## src/rtl/queue_pair_unpacker_pkg.sv

```systemverilog
// Shared constants and helpers for the queue pair unpacker and its output stage.
// The queue produces read data one cycle after an accepted read.
package queue_pair_unpacker_pkg;

    localparam int unsigned InW       = 16;
    localparam int unsigned OutW      = 2 * InW;
    localparam int unsigned RdLatency = 1;

    // Words owned by the unpacker: one in flight from the queue plus one held as the low half.
    function automatic logic [1:0] occupancy(input logic pend, input logic have_lo);
        return {1'b0, pend} + {1'b0, have_lo};
    endfunction

endpackage

```

## src/rtl/queue_pair_unpacker_out_stage_reg.sv

```systemverilog
// Valid/ready holding register; a load in the same cycle as an accept keeps valid high.
// Reusable by any stream stage that produces at most one word per cycle.
module queue_pair_unpacker_out_stage_reg
    import queue_pair_unpacker_pkg::*;
#(
    parameter int unsigned Width = OutW
) (
    input  logic             clk_i,
    input  logic             rst_ni,
    input  logic             load_i,
    input  logic [Width-1:0] load_data_i,
    input  logic             ready_i,
    output logic             valid_o,
    output logic [Width-1:0] data_o,
    output logic             accept_o
);

    logic             valid_q, valid_d;
    logic [Width-1:0] data_q, data_d;

    always_comb begin
        accept_o = valid_q && ready_i;
        valid_d  = valid_q;
        data_d   = data_q;
        if (load_i) begin
            valid_d = 1'b1;
            data_d  = load_data_i;
        end else if (accept_o) begin
            valid_d = 1'b0;
        end
    end

    always_ff @(posedge clk_i or negedge rst_ni) begin
        if (!rst_ni) begin
            valid_q <= 1'b0;
            data_q  <= '0;
        end else begin
            valid_q <= valid_d;
            data_q  <= data_d;
        end
    end

    assign valid_o = valid_q;
    assign data_o  = data_q;

endmodule

```

## src/rtl/queue_pair_unpacker.sv

```systemverilog
// Drains a 16-bit queue and packs consecutive word pairs into 32-bit valid/ready words.
// First-popped word lands in the low half; flush drops any partial pair.
module queue_pair_unpacker
    import queue_pair_unpacker_pkg::*;
#(
    parameter int unsigned IN_W  = InW,
    parameter int unsigned CNT_W = 16
) (
    input  logic              clk,
    input  logic              reset,
    input  logic              q_empty,
    input  logic [IN_W-1:0]   q_dout,
    output logic              q_read,
    input  logic              flush,
    output logic [2*IN_W-1:0] out_data,
    output logic              out_valid,
    input  logic              out_ready,
    output logic [CNT_W-1:0]  pair_count
);

    logic [RdLatency-1:0] pend_q, pend_d;
    logic                 have_lo_q, have_lo_d;
    logic                 discard_q, discard_d;
    logic [IN_W-1:0]      lo_q, lo_d;
    logic [CNT_W-1:0]     cnt_q, cnt_d;
    logic [1:0]           n;
    logic                 room;
    logic                 arrive;
    logic                 load;
    logic                 accept;

    always_comb begin
        n         = occupancy(pend_q, have_lo_q);
        room      = !out_valid || out_ready;
        q_read    = !q_empty && !flush && ((n == 2'd0) || ((n == 2'd1) && room));
        pend_d    = q_read;
        // A flush drops the word on q_dout this cycle together with any held low half.
        arrive    = pend_q && !discard_q && !flush;
        discard_d = flush && pend_q;
        have_lo_d = have_lo_q;
        lo_d      = lo_q;
        load      = 1'b0;
        if (flush) begin
            have_lo_d = 1'b0;
        end else if (arrive) begin
            if (!have_lo_q) begin
                lo_d      = q_dout;
                have_lo_d = 1'b1;
            end else begin
                load      = 1'b1;
                have_lo_d = 1'b0;
            end
        end
        cnt_d = cnt_q + CNT_W'(accept);
    end

    always_ff @(posedge clk or negedge reset) begin
        if (!reset) begin
            pend_q    <= '0;
            have_lo_q <= 1'b0;
            discard_q <= 1'b0;
            lo_q      <= '0;
            cnt_q     <= '0;
        end else begin
            pend_q    <= pend_d;
            have_lo_q <= have_lo_d;
            discard_q <= discard_d;
            lo_q      <= lo_d;
            cnt_q     <= cnt_d;
        end
    end

    queue_pair_unpacker_out_stage_reg #(
        .Width (2 * IN_W)
    ) u_out_stage (
        .clk_i       (clk),
        .rst_ni      (reset),
        .load_i      (load),
        .load_data_i ({q_dout, lo_q}),
        .ready_i     (out_ready),
        .valid_o     (out_valid),
        .data_o      (out_data),
        .accept_o    (accept)
    );

    assign pair_count = cnt_q;

endmodule

```

## config.mk

```make
export PLATFORM = sky130hd
export DESIGN_NAME = queue_pair_unpacker
export DESIGN_NICKNAME = d
export VERILOG_FILES = /design/src/rtl/queue_pair_unpacker_pkg.sv /design/src/rtl/queue_pair_unpacker_out_stage_reg.sv /design/src/rtl/queue_pair_unpacker.sv
export SDC_FILE = /design/constraint.sdc
export NUM_CORES = 1
export LEC_CHECK = 0
export BUFFER_PORTS_ARGS = -buffer_cell sky130_fd_sc_hd__buf_4
export CORE_MARGIN = 2
export CORE_UTILIZATION = 47
export CTS_CLUSTER_DIAMETER = 50
export DETAILED_ROUTE_END_ITERATION = 7
export MAX_ROUTING_LAYER = met4
export PLACE_DENSITY = 0.75
export SYNTH_ARGS = -nofsm -noshare
export SYNTH_HDL_FRONTEND = slang
export SYNTH_SLANG_ARGS = --single-unit
```

## constraint.sdc

```tcl
create_clock -name clk -period 1.65 [get_ports clk]
set_clock_uncertainty 0.05 [all_clocks]
set_input_delay 0.0825 -clock clk [delete_from_list [all_inputs] [get_ports clk]]
set_output_delay 0.0825 -clock clk [all_outputs]
set_load 0.05 [all_outputs]
```

==> Word-level counts from Yosys, hierarchy flattened <==
Index checks and enable logic that the tools add are counted.
{ "totals": {"wordCells": 37, "output_inout_bits": 50, "input_bits": 21, "register_bits": 68} }
{ "op_classes": {"add_sub_neg": 2, "bitwise": 2, "n_mux": 8, "reduce_logical": 17, "eq_ne": 1} }
{ "op_table": {"columns": ["cell", "count"], "rows": [
  ["adder 16 x 1 -> 16 bit", 1],
  ["2-to-1 mux 1 bit", 8],
  ["logical AND 1 bit", 7],
  ["zero test 1 bit", 4],
  ["nonzero test 2 bit", 2],
  ["AND reduction 3 bit", 1],
  ["adder 1 x 1 -> 2 bit", 1],
  ["== test 2 x 1 -> 1 bit (second input constant)", 1],
  ["zero test 2 bit", 1],
  ["logical OR 1 bit", 2],
  ["inverter 1 bit", 2]
]} }

==> Depth between registers and ports, before layout <==
Gate-level depths: netlist (run 1).
{ "depth": {"ltp_word": 6, "depth_mapped": 6, "ltp_nobuf": 6} }

==> Modules after synthesis <==
A second synthesis (run 1) with hierarchy kept.
{ "unflattened": {"hier_cells": 179, "hier_area_um2": 2906.5} }
{ "by_module_without_submodules": {"columns": ["mod", "area_each_um2", "n_inst", "cells_each"], "rows": [
  ["queue_pair_unpacker", 1522.7, 1, 107],
  ["queue_pair_unpacker_out_stage_reg", 1383.8, 1, 72]
]} }

==> Worst setup path before layout (run 1) <==
OpenSTA, ideal clock, no wires.
{ "synth_timing": {"path_type": "register -> register", "from": "register u_out_stage.valid_q (netlist: u_out_stage.valid_o)", "to": "register pend_q", "setup_ps": 245, "t_required_ps": 1355, "t_arrival_ps": 1872, "setup_slack_ps": -517, "path_stages_with_launch": 4, "cell_sequence": "dfrtp_1 > nand2b_1 > a21oi_1 > nor3_1"} }
{ "synth_via": {"elab_chain_cells": 5} }
{ "synth_lines": {"columns": ["element", "line_no", "rtl"], "rows": [
  ["from (decl)", "queue_pair_unpacker_out_stage_reg.sv:18", "logic valid_q, valid_d;"],
  ["from (signal assigned)", "queue_pair_unpacker_out_stage_reg.sv:38", "valid_q <= valid_d;"],
  ["zero test 1 bit", "queue_pair_unpacker.sv:34", "room = !out_valid || out_ready;"],
  ["logical OR 1 bit", "queue_pair_unpacker.sv:34", null],
  ["logical AND 1 bit", "queue_pair_unpacker.sv:35", "q_read = !q_empty && !flush && ((n == 2'd0) || ((n == 2'd1) && room));"],
  ["logical OR 1 bit", "queue_pair_unpacker.sv:35", null],
  ["logical AND 1 bit", "queue_pair_unpacker.sv:35", null],
  ["named net q_read", "queue_pair_unpacker.sv:13", "output logic q_read,"],
  ["to (signal assigned)", "queue_pair_unpacker.sv:65", "pend_q <= pend_d;"],
  ["to (decl)", "queue_pair_unpacker.sv:21", "logic [RdLatency-1:0] pend_q, pend_d;"]
]} }
The timed path passes the listed nets, and every way through them passes these cells.
A chain may end at the register's enable or synchronous reset.

==> Worst setup path after layout (run 1) <==
{ "layout_timing": {"from": "register pend_q", "to": "output q_read"} }
{ "layout_via": {"elab_chain_cells": 5} }
{ "layout_lines": {"columns": ["element", "line_no", "rtl"], "rows": [
  ["adder 1 x 1 -> 2 bit (*)", "queue_pair_unpacker_pkg.sv:11", "return {1'b0, pend} + {1'b0, have_lo};"],
  ["== test 2 x 1 -> 1 bit", "queue_pair_unpacker.sv:35", null],
  ["logical AND 1 bit", "queue_pair_unpacker.sv:35", null],
  ["logical OR 1 bit (*)", "queue_pair_unpacker.sv:35", null],
  ["logical AND 1 bit (*)", "queue_pair_unpacker.sv:35", null],
  ["to (decl)", "queue_pair_unpacker.sv:13", null]
]} }
Mark *: on every way between the ends. The rest lies on a longest branch, timed or not.

==> metrics.txt, run 1 <==
# TYPE chip_impl_metric gauge
chip_impl_metric{name="yosysUniqueCellTypes",unit=""} 23
chip_impl_info{name="criticalPathCategory",value="register to output port"} 1
chip_impl_metric{name="worstRegToRegCells",unit=""} 5
chip_impl_metric{name="grt_first_pass_wirelength",unit="mm"} 8.666
chip_impl_metric{name="synth_sequential_area_ratio",unit="%"} 63.37
chip_impl_metric{name="num_rows",unit=""} 27
chip_impl_metric{name="synth_top_area_share",unit="%"} 63.37
chip_impl_metric{name="drtIter0Drc",unit=""} 88
chip_impl_metric{name="fin_setup_tns",unit="ns"} 0
chip_impl_metric{name="cts_buffers",unit=""} 9
chip_impl_metric{name="finalNetCount",unit=""} 310
chip_impl_info{name="path_cells",value="inv_2, ha_4, a21oi_2, nor3_2, buf_6"} 1
chip_impl_metric{name="final-setup-viol-count",unit=""} 0
chip_impl_metric{name="drt_pass1_iterations",unit=""} 4
chip_impl_metric{name="height_of_the_die",unit="microns"} 79.59
chip_impl_metric{name="drc",unit=""} 0
chip_impl_metric{name="critical_path_required",unit="ns"} 1.52
chip_impl_metric{name="grt_start_max_net_pins",unit=""} 38
chip_impl_metric{name="timing.final.max_slew_violations",unit=""} 0
chip_impl_info{name="grt.busiest_layer",value="met2"} 1
chip_impl_metric{name="vias",unit=""} 1817
chip_impl_metric{name="use_met1",unit="%"} 23.02
chip_impl_metric{name="irDropWorstVdd",unit="mV"} 0.8331
chip_impl_metric{name="starting_utilization_of_the_core_area",unit="%"} 48.76
chip_impl_info{name="critPathCaptureType",value="output port"} 1
chip_impl_metric{name="clk_pin_slew_worst_paths",unit="ns"} 0.07
chip_impl_metric{name="grtUsageMet3",unit="%"} 3.959
chip_impl_metric{name="clockBufferDepth",unit=""} 2
chip_impl_metric{name="timing_worst_slew_pin_value",unit="ns"} 0.4169
chip_impl_metric{name="areaGrowthSynthToFinish",unit="%"} 42.92
chip_impl_metric{name="syn_area",unit="sq um"} 2685
chip_impl_metric{name="vias_per_cell",unit=""} 5.033
chip_impl_metric{name="fin_crit",unit="ns"} 1.575
chip_impl_metric{name="worst_hold_slack",unit="ns"} 0.1797
chip_impl_metric{name="rrSetupSlack",unit="ns"} 0.09
chip_impl_metric{name="boundaryPins",unit=""} 71
chip_impl_metric{name="place.port_buffers",unit=""} 70
chip_impl_metric{name="final_layout_size_suffix_gt1_share",unit="%"} 53.98
chip_impl_info{name="post_synth_main_area_contributors",value="sky130_fd_sc_hd__dfrtp_1 (63%), sky130_fd_sc_hd__mux2_2 (20%), sky130_fd_sc_hd__xor2_1 (3.3%)"} 1
chip_impl_metric{name="coreArea",unit="sq um"} 5507
chip_impl_metric{name="report.power.total",unit="mW"} 5.421
chip_impl_metric{name="syn-mean-instance-area",unit="sq um"} 15.08
chip_impl_metric{name="antennaDiodeCount",unit=""} 0
chip_impl_info{name="outcome",value="finished, final reports clean"} 1
chip_impl_metric{name="drv_cap",unit=""} 0
chip_impl_info{name="rr_startpoint",value="pend_q$_DFF_PN0_"} 1
chip_impl_metric{name="drt-total-wl",unit="mm"} 5.264
chip_impl_info{name="holdCritPathClass",value="input pin to asynchronous set/reset pin"} 1
chip_impl_metric{name="timing.critical_path.slowest_cell_delay",unit="ns"} 0.36
chip_impl_metric{name="grt_overflow",unit=""} 0
chip_impl_metric{name="dieWidth",unit="microns"} 79.59
chip_impl_metric{name="power_per_cell_area",unit="nW/um^2"} 1413
chip_impl_metric{name="crit_path_max_fanout",unit=""} 2
chip_impl_metric{name="cts_htree_levels",unit=""} 3
chip_impl_metric{name="gr-usage-all-layers",unit="%"} 18.74
chip_impl_metric{name="synth_fp_nets",unit=""} 203
chip_impl_metric{name="number_of_warnings_printed_during_yosys_synthesis",unit=""} 0
chip_impl_metric{name="syn-instance-count",unit=""} 178
chip_impl_metric{name="final.period_utilization",unit="%"} 95.44
chip_impl_metric{name="route.detailed.wl_per_inst",unit="microns"} 14.58
chip_impl_info{name="tritoncts",value="built"} 1
chip_impl_metric{name="grt_pass1_vias",unit=""} 1844
chip_impl_metric{name="gp_congestion",unit=""} 0.7876
chip_impl_info{name="clk_root_buffer_cell",value="sky130_fd_sc_hd__clkbuf_8"} 1
chip_impl_metric{name="route.antenna.remaining_nets",unit=""} 0
chip_impl_metric{name="die_area",unit="sq um"} 6334
chip_impl_info{name="reg_to_reg_endpoint",value="lo_q[8]$_DFFE_PN0P_"} 1
chip_impl_metric{name="post-dp-hpwl",unit="mm"} 3.483
chip_impl_metric{name="critPathArrivalTime",unit="ns"} 1.44
chip_impl_info{name="crit_slowest_cell",value="sky130_fd_sc_hd__dfrtp_1"} 1
chip_impl_metric{name="post-route-cell-area",unit="sq um"} 3837
chip_impl_metric{name="met2_usage",unit="%"} 29.08
chip_impl_metric{name="hold_viol",unit=""} 0
chip_impl_metric{name="max_slew_margin",unit="%"} 72.21
chip_impl_metric{name="postSynthRegisterBits",unit=""} 68
chip_impl_metric{name="placed_cell_area",unit="sq um"} 3403
chip_impl_metric{name="antenna_found_initial",unit=""} 0
chip_impl_info{name="cell_type_with_the_highest_aggregate_area_in_the_netlist",value="sky130_fd_sc_hd__dfrtp_1"} 1
chip_impl_metric{name="numClockSinks",unit=""} 68
chip_impl_metric{name="leak",unit="nW"} 1.896
chip_impl_metric{name="clkLatencyLatePin",unit="ns"} 0.33
chip_impl_info{name="kind_of_start_point_of_the_critical_path",value="register"} 1
chip_impl_metric{name="fmaxAchievable",unit="MHz"} 635.0
-- worst max path at each step --
stage | startpoint | endpoint | cells past startpoint
5_1_grt | pend_q$_DFF_PN0_ | q_read | 5
6_report | pend_q$_DFF_PN0_ | q_read | 5
2_1_floorplan | have_lo_q$_DFFE_PN0P_ | pend_q$_DFF_PN0_ | 4
3_5_place_dp | u_out_stage.valid_o$_DFFE_PN0P_ | pair_count[15]$_DFF_PN0_ | 5
4_1_cts | pend_q$_DFF_PN0_ | q_read | 5
3_3_place_gp | u_out_stage.valid_o$_DFFE_PN0P_ | pair_count[15]$_DFF_PN0_ | 5
-- power breakdown --
part / switching [mW] / internal [mW]
sequential: 0.211 / 2.05
combinational: 1.18 / 0.683
clock: 0.573 / 0.731
total: 1.96 / 3.46
-- timing repair --
action | 4_1_cts | 5_1_grt
hold buffers | 20 | 0
resized for setup | 1 | 3
hold endpoints to repair | 67 | 0
endpoints found under the setup margin | 1 | 1
pin swaps | 1 | 1
buffers inserted | 3 | 1
-- Yosys cell counts, drive strengths merged --
cell / number
dfrtp: 68
mux2: 48
xor2: 10
inv: 6
nand4: 6
buf: 5
nor3: 5
ha: 4
nand2: 4
nor2: 4
nor4: 4
xnor2: 4
a21oi: 2
and2: 2
nand3: 2
and4bb: 1
nand2b: 1
o21ai: 1
or3: 1
-- worst max-delay path, delay by kind of cell, from the launching register on --
family	cells	cell delay (ns)
flops	1	0.36
buf+inv	2	0.26
fa+ha+maj	1	0.26
simple gates	1	0.19
compound gates	1	0.05
-- per-layer routing --
metal | vias to the layer above | share of wire (%)
li1 | 840 | -
met1 | 914 | 43
met2 | 54 | 49
met3 | 9 | 5.4
met4 | 0 | 2.0
met5 | - | 0
-- sequential cells by signal, summed over array words and instances, names as in the netlist --
name	count
discard_q	1
lo_q	16
pend_q	1
u_out_stage.valid_o	1
have_lo_q	1
pair_count	16
u_out_stage.data_o	32
-- cell families after synthesis --
logic type / share of synthesized area, %
fa+ha+maj: 1.864
buf+inv: 2.702
xor+xnor: 4.566
simple gates: 6.804
flops: 63.37
compound gates: 0.5590
mux: 20.13
-- layout by cell type, fill, tap and decap left out, types with 3 or more instances in the layout --
cell type,instances
sky130_fd_sc_hd__nor2_1,4
sky130_fd_sc_hd__inv_1,4
sky130_fd_sc_hd__clkbuf_1,3
sky130_fd_sc_hd__buf_12,3
sky130_fd_sc_hd__dfrtp_1,66
sky130_fd_sc_hd__nor3_1,4
sky130_fd_sc_hd__nand2_1,4
sky130_fd_sc_hd__ha_4,3
sky130_fd_sc_hd__clkbuf_8,10
sky130_fd_sc_hd__buf_4,77
sky130_fd_sc_hd__mux2_2,48
sky130_fd_sc_hd__xor2_1,10
sky130_fd_sc_hd__dlygate4sd3_1,20
sky130_fd_sc_hd__nand4_1,6
sky130_fd_sc_hd__xnor2_1,4
-- cell type report --
type	instances	area, sq um
flip-flops and latches	68	1704
fillers	394	1669
multi-input cells	99	987.2
repair buffers	101	849.6
clock buffers	13	148.9
well taps	72	90.09
clock inverters	2	35.03
inverters	6	22.52
-- per-stage QoR --
stage	util (%)	std cells	setup WS, ns
5_1_grt	69.69	361	-0.005266
3_5_place_dp	61.80	322	0.1101
4_1_cts	69.26	360	0.0008764
3_3_place_gp	61.80	322	0.1217
6_report	69.69	361	0.07525
2_1_floorplan	-	178	-0.004921
No activity file was read; power rests on OpenSTA's default activity.
==> run 2: changes to the inputs <==
- CORE_UTILIZATION: 47 -> 52
- PLACE_DENSITY: 0.75 -> 0.79
- clock period: 1.65 -> 1.8 ns (I/O delays scaled with it)
==> run 2 against run 1 <==
  * Power fell by 6.3%
  * Hold slack better by 0.024 ns
  * Clock power grew 3%
  * Core utilization grew 5.1 points
  * Count of clock-buffer cells in the layout decreased by 2
  * Non-clock buffer count fell by 5
  * Critical path type unchanged
  * Critical path depth unchanged
  * Register-to-register slack better by 0.02 ns
  * Cell count fell by 1.7%
  * Setup slack improved by 0.034 ns
  * Combinational power fell by 9.7%
  * Final area down 1.8%
==> metrics.txt, run 2 (same netlist as run 1, synthesis figures left out) <==
# TYPE chip_impl_metric gauge
chip_impl_metric{name="clk_pin_slew_worst_paths",unit="ns"} 0.07
chip_impl_info{name="critical-path-top-delay-family",value="flip-flops"} 1
chip_impl_info{name="criticalPathCategory",value="register to output port"} 1
chip_impl_info{name="crit_slowest_cell",value="sky130_fd_sc_hd__dfrtp_1"} 1
chip_impl_metric{name="worst_slack",unit="ns"} 0.1091
chip_impl_metric{name="die_area",unit="sq um"} 5755
chip_impl_metric{name="areaGrowthSynthToFinish",unit="%"} 40.40
chip_impl_metric{name="route.detailed.wl_per_inst",unit="microns"} 14.30
chip_impl_metric{name="numClockSinks",unit=""} 68
chip_impl_metric{name="fin_crit",unit="ns"} 1.691
chip_impl_metric{name="cp_num_buf_inv",unit=""} 2
chip_impl_metric{name="drc",unit=""} 0
chip_impl_metric{name="power_per_cell_area",unit="nW/um^2"} 1347
chip_impl_metric{name="route.antenna.remaining_nets",unit=""} 0
chip_impl_metric{name="fmaxAchievable",unit="MHz"} 591.4
chip_impl_metric{name="critical_path_required",unit="ns"} 1.66
chip_impl_metric{name="irDropWorstVdd",unit="mV"} 0.8259
chip_impl_info{name="layout.cells.most_common_list",value="sky130_fd_sc_hd__buf_4 (73), sky130_fd_sc_hd__dfrtp_1 (66), sky130_fd_sc_hd__mux2_2 (48), sky130_fd_sc_hd__dlygate4sd3_1 (21)"} 1
chip_impl_info{name="mostFrequentLayoutCell",value="sky130_fd_sc_hd__buf_4"} 1
chip_impl_metric{name="postCtsSetupBuffers",unit=""} 0
chip_impl_metric{name="switching_share",unit="%"} 35.05
chip_impl_metric{name="gp_congestion",unit=""} 0.8668
chip_impl_metric{name="dieWidth",unit="microns"} 75.86
chip_impl_metric{name="power.share.clock",unit="%"} 26.4
chip_impl_metric{name="final_layout_size_suffix_gt1_share",unit="%"} 52.63
chip_impl_metric{name="finalNetCount",unit=""} 305
chip_impl_metric{name="crit_path_max_fanout",unit=""} 5
chip_impl_metric{name="timing.critical_path.slowest_cell_delay",unit="ns"} 0.43
chip_impl_info{name="outcome",value="finished, final reports clean"} 1
chip_impl_info{name="path_cells",value="inv_1, ha_1, a21oi_2, nor3_2, buf_4"} 1
chip_impl_metric{name="drtIter0Drc",unit=""} 71
chip_impl_metric{name="share_seq_of_total_power",unit="%"} 40.5
chip_impl_metric{name="multi_input_comb_area",unit="sq um"} 940.9
chip_impl_metric{name="gr-usage-all-layers",unit="%"} 19.99
chip_impl_metric{name="cts_htree_levels",unit=""} 3
chip_impl_metric{name="timing.final.max_slew_violations",unit=""} 0
chip_impl_metric{name="dpl_worst_slack",unit="ns"} 0.1142
chip_impl_metric{name="largest_register_ff_count",unit=""} 32
chip_impl_metric{name="boundaryPins",unit=""} 71
chip_impl_metric{name="final-setup-viol-count",unit=""} 0
chip_impl_metric{name="critPathArrivalTime",unit="ns"} 1.55
chip_impl_metric{name="height_of_the_die",unit="microns"} 75.86
chip_impl_metric{name="final.period_utilization",unit="%"} 93.94
chip_impl_metric{name="timing_worst_slew_pin_value",unit="ns"} 0.4584
chip_impl_metric{name="filler_cell_count",unit=""} 311
chip_impl_metric{name="num_rows",unit=""} 26
chip_impl_metric{name="grt_start_max_net_pins",unit=""} 37
chip_impl_metric{name="cts_buffers",unit=""} 9
chip_impl_metric{name="sequential_cell_area",unit="sq um"} 1704
chip_impl_info{name="tritoncts",value="built"} 1
chip_impl_metric{name="hold_viol",unit=""} 0
chip_impl_metric{name="net_sw_power",unit="mW"} 1.780
chip_impl_info{name="holdCritPathClass",value="input pin to asynchronous set/reset pin"} 1
chip_impl_metric{name="starting_utilization_of_the_core_area",unit="%"} 53.25
chip_impl_metric{name="drt-total-wl",unit="mm"} 5.078
chip_impl_metric{name="leak",unit="nW"} 1.872
chip_impl_info{name="critPathCaptureType",value="output port"} 1
chip_impl_metric{name="place.port_buffers",unit=""} 70
chip_impl_metric{name="antenna_found_initial",unit=""} 0
chip_impl_metric{name="clockBufferDepth",unit=""} 2
chip_impl_metric{name="share_comb_of_total_power",unit="%"} 33.1
chip_impl_metric{name="vias",unit=""} 1801
chip_impl_info{name="clk_root_buffer_cell",value="sky130_fd_sc_hd__clkbuf_8"} 1
chip_impl_info{name="kind_of_start_point_of_the_critical_path",value="register"} 1
chip_impl_metric{name="vias_per_cell",unit=""} 5.073
chip_impl_metric{name="coreArea",unit="sq um"} 5042
chip_impl_metric{name="fin_util",unit="%"} 74.76
chip_impl_metric{name="grt_pass1_vias",unit=""} 1735
chip_impl_metric{name="drv_cap",unit=""} 0
chip_impl_metric{name="drt_pass1_iterations",unit=""} 4
chip_impl_metric{name="post-dp-hpwl",unit="mm"} 3.375
chip_impl_metric{name="clkLatencyLatePin",unit="ns"} 0.32
chip_impl_metric{name="max_slew_margin",unit="%"} 69.44
chip_impl_metric{name="internal_power",unit="mW"} 3.299
chip_impl_metric{name="grt_first_pass_wirelength",unit="mm"} 8.114
chip_impl_info{name="grt_setup_unrepaired",value="true"} 1
chip_impl_metric{name="antennaDiodeCount",unit=""} 0
chip_impl_metric{name="worst_hold_slack",unit="ns"} 0.2041
chip_impl_metric{name="grt_overflow",unit=""} 0
run 2: routing by layer:
layer	vias up	routed length [microns]	track usage, %
li1	833	-	-
met1	905	2087	23.86
met2	53	2697	32.18
met3	10	213	4.497
met4	0	79	9.357
met5	-	0	-
run 2: final cells by class:
class | instances | share of cell area [%]
Clock buffer | 11 | 3.750
Clock inverter | 5 | 1.991
Inverter | 6 | 0.5974
Multi-Input combinational cell | 99 | 24.96
Sequential cell | 68 | 45.20
Tap cell | 70 | 2.323
Timing Repair Buffer | 96 | 21.17
run 2: repair_timing:
action / 4_1_cts / 5_1_grt
endpoints found under the setup margin: 0 / 5
gates resized for setup: 0 / 5
hold buffers: 21 / 0
endpoints found under the hold margin: 70 / 0
run 2: power by group through the flow:
stage | clock network [mW] | logic, mW | registers [mW]
2_1_floorplan | 0 | 0.330 | 2.86
3_3_place_gp | 0 | 1.63 | 2.07
3_5_place_dp | 0 | 1.65 | 2.09
4_1_cts | 1.37 | 1.69 | 2.06
5_1_grt | 1.45 | 1.76 | 2.11
6_report | 1.34 | 1.68 | 2.06
run 2: final timing paths:
path	from	end	depth (start not counted)	slack [ns]
worst max-delay path	have_lo_q$_DFFE_PN0P_	q_read	5	0.11
worst min-delay path	reset	pair_count[5]$_DFF_PN0_	2	0.20
worst max register to register	have_lo_q$_DFFE_PN0P_	pend_q$_DFF_PN0_	5	0.11
worst min register to register	pair_count[15]$_DFF_PN0_	pair_count[15]$_DFF_PN0_	1	0.42
max in group asynchronous	reset	u_out_stage.data_o[24]$_DFFE_PN0P_	3	0.98
min in group clk	pair_count[15]$_DFF_PN0_	pair_count[15]$_DFF_PN0_	1	0.42
run 2: through the flow:
step	cells	cell area (sq um)	setup TNS, ns	power [mW]
3_5_place_dp	318	3318	0	3.743
4_1_cts	355	3745	0	5.129
2_1_floorplan	178	2693	0	3.191
5_1_grt	355	3770	-0.01125	5.324
3_3_place_gp	318	3318	0	3.701
6_report	355	3770	0	5.079
==> run 3: changes to the inputs <==
- CORE_ASPECT_RATIO: default -> 0.6
==> run 3 against run 2 <==
  * Sequential power about the same
  * Critical path type is now register to register
  * Sequential cell count is the same
  * Core utilization barely moved
  * Critical endpoint is now pend_q$_DFF_PN0_
  * Count of clock-buffer cells in the layout decreased by 1
  * Highest routed layer unchanged
  * Largest power group unchanged
==> metrics.txt, run 3 (same netlist as run 1, synthesis figures left out) <==
# TYPE chip_impl_metric gauge
chip_impl_info{name="outcome",value="finished, final reports clean"} 1
chip_impl_metric{name="antennaDiodeCount",unit=""} 0
chip_impl_metric{name="grt_pass1_vias",unit=""} 1868
chip_impl_metric{name="coreArea",unit="sq um"} 5030
chip_impl_metric{name="fin_crit",unit="ns"} 1.724
chip_impl_metric{name="route.detailed.wl_per_inst",unit="microns"} 15.72
chip_impl_metric{name="drtIter0Drc",unit=""} 64
chip_impl_metric{name="grt_start_max_net_pins",unit=""} 61
chip_impl_info{name="rr_startpoint",value="pend_q$_DFF_PN0_"} 1
chip_impl_info{name="layout.cells.most_common_list",value="sky130_fd_sc_hd__buf_4 (74), sky130_fd_sc_hd__dfrtp_1 (65), sky130_fd_sc_hd__mux2_2 (48), sky130_fd_sc_hd__dlygate4sd3_1 (21), sky130_fd_sc_hd__xor2_1 (10)"} 1
chip_impl_metric{name="route.antenna.remaining_nets",unit=""} 0
chip_impl_metric{name="cts_htree_levels",unit=""} 3
chip_impl_info{name="critical-path-top-delay-family",value="buffers and inverters"} 1
chip_impl_metric{name="leak",unit="nW"} 1.864
chip_impl_info{name="setup.worst_path.start",value="pend_q$_DFF_PN0_"} 1
chip_impl_metric{name="gp_congestion",unit=""} 0.7586
chip_impl_metric{name="vias_per_cell",unit=""} 4.901
chip_impl_metric{name="fin_setup_tns",unit="ns"} 0
chip_impl_metric{name="boundaryPins",unit=""} 71
chip_impl_metric{name="cts_buffers",unit=""} 9
chip_impl_metric{name="final_layout_size_suffix_gt1_share",unit="%"} 52.10
chip_impl_metric{name="cp_num_buf_inv",unit=""} 2
chip_impl_metric{name="drt_pass1_iterations",unit=""} 4
chip_impl_info{name="reg_to_reg_endpoint",value="pend_q$_DFF_PN0_"} 1
chip_impl_metric{name="starting_utilization_of_the_core_area",unit="%"} 53.38
chip_impl_metric{name="clkLatencyLatePin",unit="ns"} 0.35
chip_impl_metric{name="max_slew_margin",unit="%"} 50.71
chip_impl_metric{name="drv_cap",unit=""} 0
chip_impl_metric{name="num_rows",unit=""} 20
chip_impl_info{name="path_cells",value="inv_2, ha_1, a21oi_1, nor3_2, dlygate4sd3_1"} 1
chip_impl_metric{name="grt_overflow",unit=""} 0
chip_impl_metric{name="timing_worst_slew_pin_value",unit="ns"} 0.7393
chip_impl_metric{name="dieWidth",unit="microns"} 96.77
chip_impl_metric{name="hold_viol",unit=""} 0
chip_impl_metric{name="areaGrowthSynthToFinish",unit="%"} 40.03
chip_impl_metric{name="placed_cell_area",unit="sq um"} 3313
chip_impl_metric{name="clk_pin_slew_worst_paths",unit="ns"} 0.07
chip_impl_metric{name="rrSetupSlack",unit="ns"} 0.08
chip_impl_metric{name="timing.final.max_slew_violations",unit=""} 0
chip_impl_metric{name="antenna_found_initial",unit=""} 0
chip_impl_metric{name="power_per_cell_area",unit="nW/um^2"} 1361
chip_impl_metric{name="fmaxAchievable",unit="MHz"} 580.0
chip_impl_metric{name="final-setup-viol-count",unit=""} 0
chip_impl_metric{name="drc",unit=""} 0
chip_impl_metric{name="grt_first_pass_wirelength",unit="mm"} 9.225
chip_impl_metric{name="worstRegToRegCells",unit=""} 5
chip_impl_metric{name="irDropWorstVdd",unit="mV"} 0.7441
chip_impl_metric{name="largest_register_ff_count",unit=""} 32
chip_impl_metric{name="post-dp-hpwl",unit="mm"} 3.674
chip_impl_metric{name="finalNetCount",unit=""} 306
chip_impl_info{name="kind_of_start_point_of_the_critical_path",value="register"} 1
chip_impl_metric{name="post-route-cell-area",unit="sq um"} 3760
chip_impl_info{name="grt_setup_unrepaired",value="false"} 1
chip_impl_metric{name="place.port_buffers",unit=""} 70
chip_impl_info{name="critPathCaptureType",value="register"} 1
chip_impl_metric{name="numClockSinks",unit=""} 68
chip_impl_metric{name="crit_path_max_fanout",unit=""} 4
chip_impl_info{name="tritoncts",value="built"} 1
chip_impl_metric{name="final.period_utilization",unit="%"} 95.79
chip_impl_metric{name="worst_hold_slack",unit="ns"} 0.2976
chip_impl_info{name="holdCritPathClass",value="input pin to asynchronous set/reset pin"} 1
chip_impl_info{name="criticalPathCategory",value="register to register"} 1
chip_impl_metric{name="gr-usage-all-layers",unit="%"} 22.02
chip_impl_info{name="crit_slowest_cell",value="sky130_fd_sc_hd__dlygate4sd3_1"} 1
chip_impl_metric{name="vias",unit=""} 1725
chip_impl_metric{name="cp.depth",unit=""} 5
chip_impl_metric{name="drt-total-wl",unit="mm"} 5.535
chip_impl_metric{name="clockBufferDepth",unit=""} 2
chip_impl_metric{name="critPathArrivalTime",unit="ns"} 1.90
chip_impl_metric{name="timing.critical_path.slowest_cell_delay",unit="ns"} 0.56
chip_impl_metric{name="height_of_the_die",unit="microns"} 59.66
chip_impl_info{name="clk_root_buffer_cell",value="sky130_fd_sc_hd__clkbuf_8"} 1
chip_impl_info{name="setup.worst_path.end",value="pend_q$_DFF_PN0_"} 1
chip_impl_info{name="mostFrequentLayoutCell",value="sky130_fd_sc_hd__buf_4"} 1
chip_impl_metric{name="critical_path_required",unit="ns"} 1.98
chip_impl_metric{name="die_area",unit="sq um"} 5773
## run 3: cell types whose count changed in the layout (fill, tap and decap cells not counted)
cell,before,now
sky130_fd_sc_hd__dfrtp_1,66,65
sky130_fd_sc_hd__dfrtp_2,2,3
sky130_fd_sc_hd__clkinv_2,3,1
sky130_fd_sc_hd__clkinvlp_4,0,2
sky130_fd_sc_hd__nor3_1,2,4
sky130_fd_sc_hd__buf_4,73,74
sky130_fd_sc_hd__a21oi_1,1,2
sky130_fd_sc_hd__clkbuf_8,10,9
sky130_fd_sc_hd__a21oi_2,1,0
sky130_fd_sc_hd__clkinv_4,0,1
sky130_fd_sc_hd__nor3_2,3,1
## run 3: layout make-up
cell class                 instances  area (sq um)
clock buffer                      10         127.6
clock inverter                     6         88.84
timing repair buffer              97         805.8
multi-input combinational         99         927.1
tap                               66         82.58
sequential                        68          1705
fill                             341          1270
inverter                           6         22.52
## run 3: layer usage
metal  track usage [%]  wire (microns)  up-vias
li1                  -               -      834
met3             7.719             238        9
met1             28.87            2653      843
met5                 -               0        -
met4             8.652              92        0
met2             32.04            2549       39
## run 3: per-stage QoR
stage	cells	util [%]	worst slack, ns	power, mW
3_3_place_gp	314	65.87	0.09498	3.715
2_1_floorplan	178	-	0.003369	3.191
4_1_cts	351	74.35	0.02588	5.160
3_5_place_dp	314	65.87	0.04978	3.759
5_1_grt	352	74.75	0.03207	5.334
6_report	352	74.75	0.07582	5.117
## run 3: what timing repair did
action                                 CTS  global route
resized for setup                        0             3
hold buffers                            21             0
buffers inserted                         0             1
endpoints found under the hold margin   94             0
setup endpoints to repair                0             5
## run 3: how the worst min path moves through the flow
stage | startpoint | to | slack (ns) | cells after the start
4_1_cts | reset | u_out_stage.data_o[0]$_DFFE_PN0P_ | 0.31 | 2
3_3_place_gp | reset | u_out_stage.data_o[0]$_DFFE_PN0P_ | 0.15 | 1
5_1_grt | reset | u_out_stage.data_o[16]$_DFFE_PN0P_ | 0.37 | 2
6_report | reset | lo_q[0]$_DFFE_PN0P_ | 0.30 | 2
3_5_place_dp | reset | u_out_stage.data_o[0]$_DFFE_PN0P_ | 0.15 | 1
2_1_floorplan | reset | discard_q$_DFF_PN0_ | -0.26 | 0
## run 3: power by group
| group | leakage, nW | internal, mW | switching [mW] | total (mW) |
|---|---|---|---|---|
| combinational | 0.890 | 0.611 | 1.08 | 1.69 |
| clock | 0.102 | 0.779 | 0.577 | 1.36 |
| sequential | 0.871 | 1.88 | 0.193 | 2.07 |
| total | 1.86 | 3.27 | 1.85 | 5.12 |
